--- src/rtl/fifo_buffer.sv ---
// fifo_buffer: single-clock synchronous FIFO with registered read data,
// occupancy count and sticky overflow/underflow flags.
// Ports:
//   clk            - clock, all state updates on rising edge
//   rst            - asynchronous active-high reset
//   fifo_write     - write request
//   fifo_read      - read request
//   fifo_data_in   - write data
//   fifo_data_out  - registered read data (one-clock latency)
//   fifo_full      - cnt == fifo_depth (combinational decode)
//   fifo_empty     - cnt == 0 (combinational decode)
//   fifo_count     - current occupancy
//   fifo_overflow  - sticky: write attempted while full without a read
//   fifo_underflow - sticky: read attempted while empty
module fifo_buffer #(
   parameter int unsigned fifo_depth = 8,
   parameter int unsigned fifo_width = 8
) (
   input  logic                         clk,
   input  logic                         rst,
   input  logic                         fifo_write,
   input  logic                         fifo_read,
   input  logic [fifo_width-1:0]        fifo_data_in,
   output logic [fifo_width-1:0]        fifo_data_out,
   output logic                         fifo_full,
   output logic                         fifo_empty,
   output logic [$clog2(fifo_depth):0]  fifo_count,
   output logic                         fifo_overflow,
   output logic                         fifo_underflow
);

   localparam int unsigned ptr_w = $clog2(fifo_depth);
   localparam int unsigned cnt_w = ptr_w + 1;

   logic [fifo_width-1:0] mem [fifo_depth];
   logic [ptr_w-1:0]      wr_ptr;
   logic [ptr_w-1:0]      rd_ptr;
   logic [cnt_w-1:0]      cnt;
   logic                  wr_acc;
   logic                  rd_acc;

   // Status decodes of the occupancy counter
   assign fifo_full  = (cnt == cnt_w'(fifo_depth));
   assign fifo_empty = (cnt == '0);
   assign fifo_count = cnt;

   // A write into a full FIFO is only accepted when a read frees a slot
   assign wr_acc = fifo_write && (!fifo_full || fifo_read);
   assign rd_acc = fifo_read && !fifo_empty;

   // Storage array, intentionally not reset
   always_ff @(posedge clk) begin
      if (wr_acc) begin
         mem[wr_ptr] <= fifo_data_in;
      end
   end

   // Pointers, counter, read data and sticky flags
   always_ff @(posedge clk or posedge rst) begin
      if (rst) begin
         wr_ptr         <= '0;
         rd_ptr         <= '0;
         cnt            <= '0;
         fifo_data_out  <= '0;
         fifo_overflow  <= 1'b0;
         fifo_underflow <= 1'b0;
      end else begin
         // Power-of-two depth: natural pointer rollover gives the modulo wrap
         if (wr_acc) begin
            wr_ptr <= wr_ptr + ptr_w'(1);
         end
         if (rd_acc) begin
            rd_ptr        <= rd_ptr + ptr_w'(1);
            fifo_data_out <= mem[rd_ptr];
         end
         case ({wr_acc, rd_acc})
            2'b10:   cnt <= cnt + cnt_w'(1);
            2'b01:   cnt <= cnt - cnt_w'(1);
            default: cnt <= cnt;
         endcase
         if (fifo_write && fifo_full && !fifo_read) begin
            fifo_overflow <= 1'b1;
         end
         if (fifo_read && fifo_empty) begin
            fifo_underflow <= 1'b1;
         end
      end
   end

endmodule
--- config.mk ---
export PLATFORM = sky130hd
export DESIGN_NAME = fifo_buffer
export DESIGN_NICKNAME = d
export VERILOG_FILES = /design/src/rtl/fifo_buffer.sv
export SDC_FILE = /design/constraint.sdc
export NUM_CORES = 1
export LEC_CHECK = 0
export ABC_AREA = 1
export CORE_UTILIZATION = 29
export DETAILED_ROUTE_END_ITERATION = 8
export SLEW_MARGIN = 25
export SYNTH_ARGS = -nofsm -noshare
export SYNTH_HDL_FRONTEND = slang
export SYNTH_SLANG_ARGS = --single-unit
--- constraint.sdc ---
create_clock -name clk -period 2.5 [get_ports clk]
set_clock_uncertainty 0.2 [all_clocks]
set_input_delay 0.375 -clock clk [delete_from_list [all_inputs] [get_ports clk]]
set_output_delay 0.375 -clock clk [all_outputs]
set_load 0.02 [all_outputs]
* Yosys cells after proc, flatten, opt, wreduce, memory -nomap -nowiden
Memories as Yosys holds them, arrays and structs flattened. A register that Yosys moved wholly into a read port is not among the register bits.
Index checks and enable logic that the tools add are counted.
** Storage, ports and cells
- Output and inout bits :: 16
- Memories :: 1
- Bits in writable memories :: 64
- Register bits after elaboration :: 12
- Word-level logic and storage cells :: 27
** Operators by class
- Equal/unequal tests :: 3
- Muxes and demuxes :: 3
- $add $sub $neg :: 4
- Reductions and logical operators :: 11
** Memories
- mem :: words 8, bits a word 8, rd ports 1, clocked after Yosys merged registers in 1, write ports 1, line 35 : logic [fifo_width-1:0] mem [fifo_depth];
** Operators with widths (count)
- $pmux 4 s2 :: 1
- $add 3x1->3 const B :: 2
- $logic_and 1x1->1 :: 5
- $add 4x1->4 const B :: 1
- $eq 4x4->1 const B :: 1
- $logic_not 4->1 :: 1
- $sub 4x1->4 const B :: 1
- $logic_not 1->1 :: 3
- $eq 2x1->1 const B :: 1
- $eq 2x2->1 const B :: 1
- $mux 1 :: 2
- $reduce_bool 2->1 :: 1
- $logic_or 1x1->1 :: 1

* Longest topological paths before layout
- Depth in word-level cells :: 6
- Depth in mapped cells :: 14
- Depth with buffers taken out :: 13

* Worst setup path after synthesis
Ideal clock, no wire load.
- Path kind :: flip-flop to flip-flop
- Start point :: register cnt[0], in the netlist fifo_count[0]
- End point :: register cnt[2], in the netlist fifo_count[2]
- Setup time :: 0.082 ns
- Data required time :: 2.218 ns
- Clock period less this slack :: 2.395 ns
- Arrival :: 2.113 ns
- Stages on the path, launching flop included :: 14
- Buffers on the path :: 1
- Slack :: 0.105 ns
- Cells stage by stage :: dfrtp_1 nor2_2 nand3_2 inv_4 nor2_8 buf_12 ha_1 nand2_1 inv_1 nor2_1 ha_1 a21oi_1 or2_2 a31oi_1
** On the way
- Elaborated cells on any way between the ends :: 13
- Classes of those cells :: 2 x add/sub; 3 x eq/ne; 1 x mux; 7 x reduce/logical
** RTL lines
- start, declared :: line 38 : logic [cnt_w-1:0] cnt;
- start signal, assigned :: line 77 : 2'b10: cnt <= cnt + cnt_w'(1);
- start signal, assigned :: line 78 : 2'b01: cnt <= cnt - cnt_w'(1);
- start signal, assigned :: line 79 : default: cnt <= cnt;
- $logic_not 4->1 (*) :: line 44 : assign fifo_empty = (cnt == '0);
- via fifo_empty :: line 26 : output logic fifo_empty,
- $logic_not 1->1 (*) :: line 49 : assign rd_acc = fifo_read && !fifo_empty;
- $logic_and 1x1->1 (*) :: line 49
- via rd_acc :: line 40 : logic rd_acc;
- $eq 2x1->1 or $eq 2x2->1 (tied branches) :: line 76 : case ({wr_acc, rd_acc})
- $pmux 4 s2 or $reduce_bool 2->1 (tied branches)
Mark *: on every way through the listed nets, which the timed path passes. The rest lies on a longest branch.
A chain may end at the register's enable or synchronous reset.

* Worst setup path after layout
- Start point :: register cnt[0], in the netlist fifo_count[0]
- End point :: output fifo_empty
** On the way
- Cells in the longest elaborated chain, start to end :: 1
** Ends and longest elaborated chain (line)
- $logic_not 4->1 :: 44
- end, declared :: 26
Every way passes these cells.

==> results.py <==
metrics = {
    "timing": {
        "finalMaxSlewViolations": 0,
        "min_period_ns": 2.39,
        "rsz0062_at_grt": "no",
        "worst_pin_slew_ns": 0.746,
        "finalSetupTns_ns": 0,
        "setup_viol": 0,
        "slew_headroom_pct": 50.2,
        "layout_setup_ws_ns": 0.107,
        "hold_slack_ns": 0.268,
        "fmax_mhz": 418,
        "post-route-period-util_pct": 95.7,
        "hold_viol": 0,
    },
    "route": {
        "antenna_left": 0,
        "routed_wl_mm": 7.13,
        "via_per_inst": 4.57,
        "first_pass_iters": 7,
        "drt-initial-drc-count": 205,
        "drc_errors": 0,
        "wire_per_inst_um": 14.1,
        "vias": 2310,
    },
    "die": {
        "num_rows": 40,
        "core_area_um2": 12000,
        "start_util_pct": 29.7,
        "die_w_um": 113,
        "die-area_um2": 12700,
        "design.portCount": 28,
        "die_h_um": 113,
    },
    "cts": {
        "htreeDepth": 3,
        "cts_resized": 0,
        "cts_setup_buffers": 0,
        "cts_tree": "yes",
        "clkTransAtPathRegs_ns": 0.07,
        "numCtsBuffers": 9,
        "ctsHoldBuffers": 0,
        "clockRootBuffer": "clkbuf_16",
        "insertion_delay_ns": 0.33,
        "clockBufferDepth": 2,
        "cts.sinks": 84,
    },
    "setup_path": {
        "worstPathCellList": "nor2_2 -> nand3_2 -> inv_4 -> clkdlybuf4s50_1",
        "worst_ep_required_time_ns": 1.92,
        "cp-start-kind": "flip-flop",
        "slowest_stage": "clkdlybuf4s50_1",
        "critPathKind": "flip-flop to output port",
        "max_stage_delay_ns": 0.60,
        "cp.arrival_ns": 1.82,
        "worstSetupEndpointType": "output port",
        "cp_max_fo": 6,
    },
    "power": {
        "p_seq_share_pct": 38.5,
        "power.density_nw_per_um2": 1190,
        "swShare_pct": 36.1,
        "p_sw_mw": 1.86,
        "finalPower_mw": 5.16,
        "clock_power_share_pct": 26.0,
        "comb_power_share_pct": 35.5,
        "intPower_mw": 3.30,
        "ir_worst_vdd_uv": 330,
        "leakagePower_nw": 1.66,
    },
    "layout": {
        "final_area_um2": 4340,
        "area_growth_syn_to_layout_pct": 22.2,
        "fillers": 1164,
        "final_util_pct": 36.3,
        "diodes": 0,
        "stdcell_count": 506,
        "layout-drive-gt1-share_pct": 12.8,
        "nets": 371,
    },
    "grt": {
        "grt_usage_pct": 12.3,
        "grt_overflow_total": 0,
        "antenna_found_initial": 0,
        "grt_max_degree": 35,
        "grt_pass1_wl_mm": 11.6,
        "grt_pass1_vias": 2377,
    },
    "status": {
        "outcome": "finished, final reports clean",
    },
    "synth": {
        "yosys.cell_types.count": 30,
        "synth_warnings": 0,
        "syn_area_per_cell_um2": 11.4,
        "syn-cell-area_um2": 3550,
        "synth_seq_cells": 84,
        "syn_nets": 329,
        "yosysSeqAreaShare_pct": 68.1,
        "netlist_instances": 312,
    },
    "job": {
        "maxCapViolations": 0,
    },
    "placed_design": {
        "port_buffers": 27,
        "place_area_um2": 4030,
        "dp_slack_ns": 0.00993,
        "routabilityCongestion": 0.817,
        "dpl.hpwl_mm": 4.66,
        "dp.cells": 490,
    },
    "hold_path": {
        "hold_path_class": "input port to asynchronous set/reset pin",
    },
}
[cells by family (layout without fill, tap and decap cells)]
family | count (synthesis) | after routing | synth area share, %
AOI/OAI and AO/OA | 39 | 39 | 5.77
and+or+nand+nor | 149 | 149 | 18.0
xor gates and xnor gates | 5 | 5 | 1.23
buffers and inverters | 30 | 77 | 5.10
DFF | 84 | 84 | 68.1
adders and majority gates | 5 | 5 | 1.76
[power by group through the flow]
stage / sequential, mW / clock (mW) / combinational, mW
after floorplan: 2.11 / 0 / 1.16
after global placement: 2.01 / 0 / 1.81
after detailed placement: 2.02 / 0 / 1.85
after CTS: 1.99 / 1.36 / 1.85
after global routing: 2.03 / 1.41 / 2.05
final: 1.99 / 1.34 / 1.83
[cell usage in the layout (no fill, tap or decap), drive strengths merged]
master,instances
clkinv,4
inv,19
or2,2
xor2,3
dfrtp,20
o21bai,2
nand2,39
ha,5
edfxtp,64
bufinv,1
buf,16
nor4,1
a21oi,1
clkdlybuf4s50,27
nand4,1
xnor2,2
nor2,78
o21ai,35
nand3,28
clkinvlp,1
clkbuf,9
a31oi,1
[synth_stat cells]
library cell | instances | area, um2
nand3_1 | 27 | 135
nor2_1 | 76 | 285
nor2_8 | 1 | 20.0
inv_4 | 2 | 12.5
nand2_1 | 38 | 143
a21oi_1 | 1 | 5.00
o21bai_1 | 2 | 15.0
nand2_2 | 1 | 6.26
clkbuf_2 | 3 | 15.0
buf_2 | 2 | 10.0
buf_6 | 5 | 56.3
or2_4 | 1 | 8.76
nor2_2 | 1 | 6.26
edfxtp_1 | 64 | 1920
xor2_1 | 3 | 26.3
ha_1 | 5 | 62.6
inv_1 | 11 | 41.3
clkinv_1 | 1 | 3.75
o21ai_2 | 1 | 8.76
nand4_2 | 1 | 12.5
or2_2 | 1 | 6.26
inv_2 | 4 | 15.0
nor4_1 | 1 | 6.26
dfrtp_1 | 20 | 500
buf_4 | 1 | 7.51
o21ai_0 | 34 | 170
xnor2_1 | 2 | 17.5
buf_12 | 1 | 20.0
a31oi_1 | 1 | 6.26
nand3_2 | 1 | 10.0
[per-layer routing]
layer  vias to the layer above  wire [um]  share of wire, %  GRT usage [%]
met4                         0        123               1.7           6.49
met5                         -          0                 0              0
li1                       1147          -                 -              -
met2                        50       3580                50           21.2
met3                        10        300               4.2           2.46
met1                      1103       3130                44           14.5
[critical path: cells and delay by family, from the launching register on]
family | cells | cell delay, ns
buf+inv | 2 | 0.70
simple gates | 2 | 0.32
flops | 1 | 0.46
[sequential cells by signal, indices dropped and copies added, names as in the netlist]
| signal | cells |
|---|---|
| fifo_count | 4 |
| fifo_data_out | 8 |
| fifo_overflow | 1 |
| fifo_underflow | 1 |
| mem | 64 |
| rd_ptr | 3 |
| wr_ptr | 3 |
[path summary, 6_finish.rpt]
check / startpoint / to / slack, ns / cells past startpoint
setup / recovery: fifo_count[0]$_DFFE_PP0P_ / fifo_empty / 0.11 / 4
hold / removal: rst / wr_ptr[1]$_DFFE_PP0P_ / 0.27 / 2
setup reg to reg: fifo_count[0]$_DFFE_PP0P_ / fifo_count[2]$_DFFE_PP0P_ / 0.23 / 12
hold reg to reg: fifo_data_out[3]$_DFFE_PP0P_ / fifo_data_out[3]$_DFFE_PP0P_ / 0.29 / 2
max in group asynchronous: rst / fifo_data_out[4]$_DFFE_PP0P_ / 1.35 / 2
min in group clk: fifo_data_out[3]$_DFFE_PP0P_ / fifo_data_out[3]$_DFFE_PP0P_ / 0.29 / 2
[layout make-up]
type                       instances  area, um2  share of cell area (%)
clock buffer                       9        225                    5.19
clock inverter                     7       85.1                    1.96
inverter                          18       72.6                    1.67
multi-input combinational        198        951                    21.9
sequential                        84       2420                    55.8
tap                              147        184                    4.24
timing repair buffer              43        403                    9.28
Power figures use the tool's default switching activity.
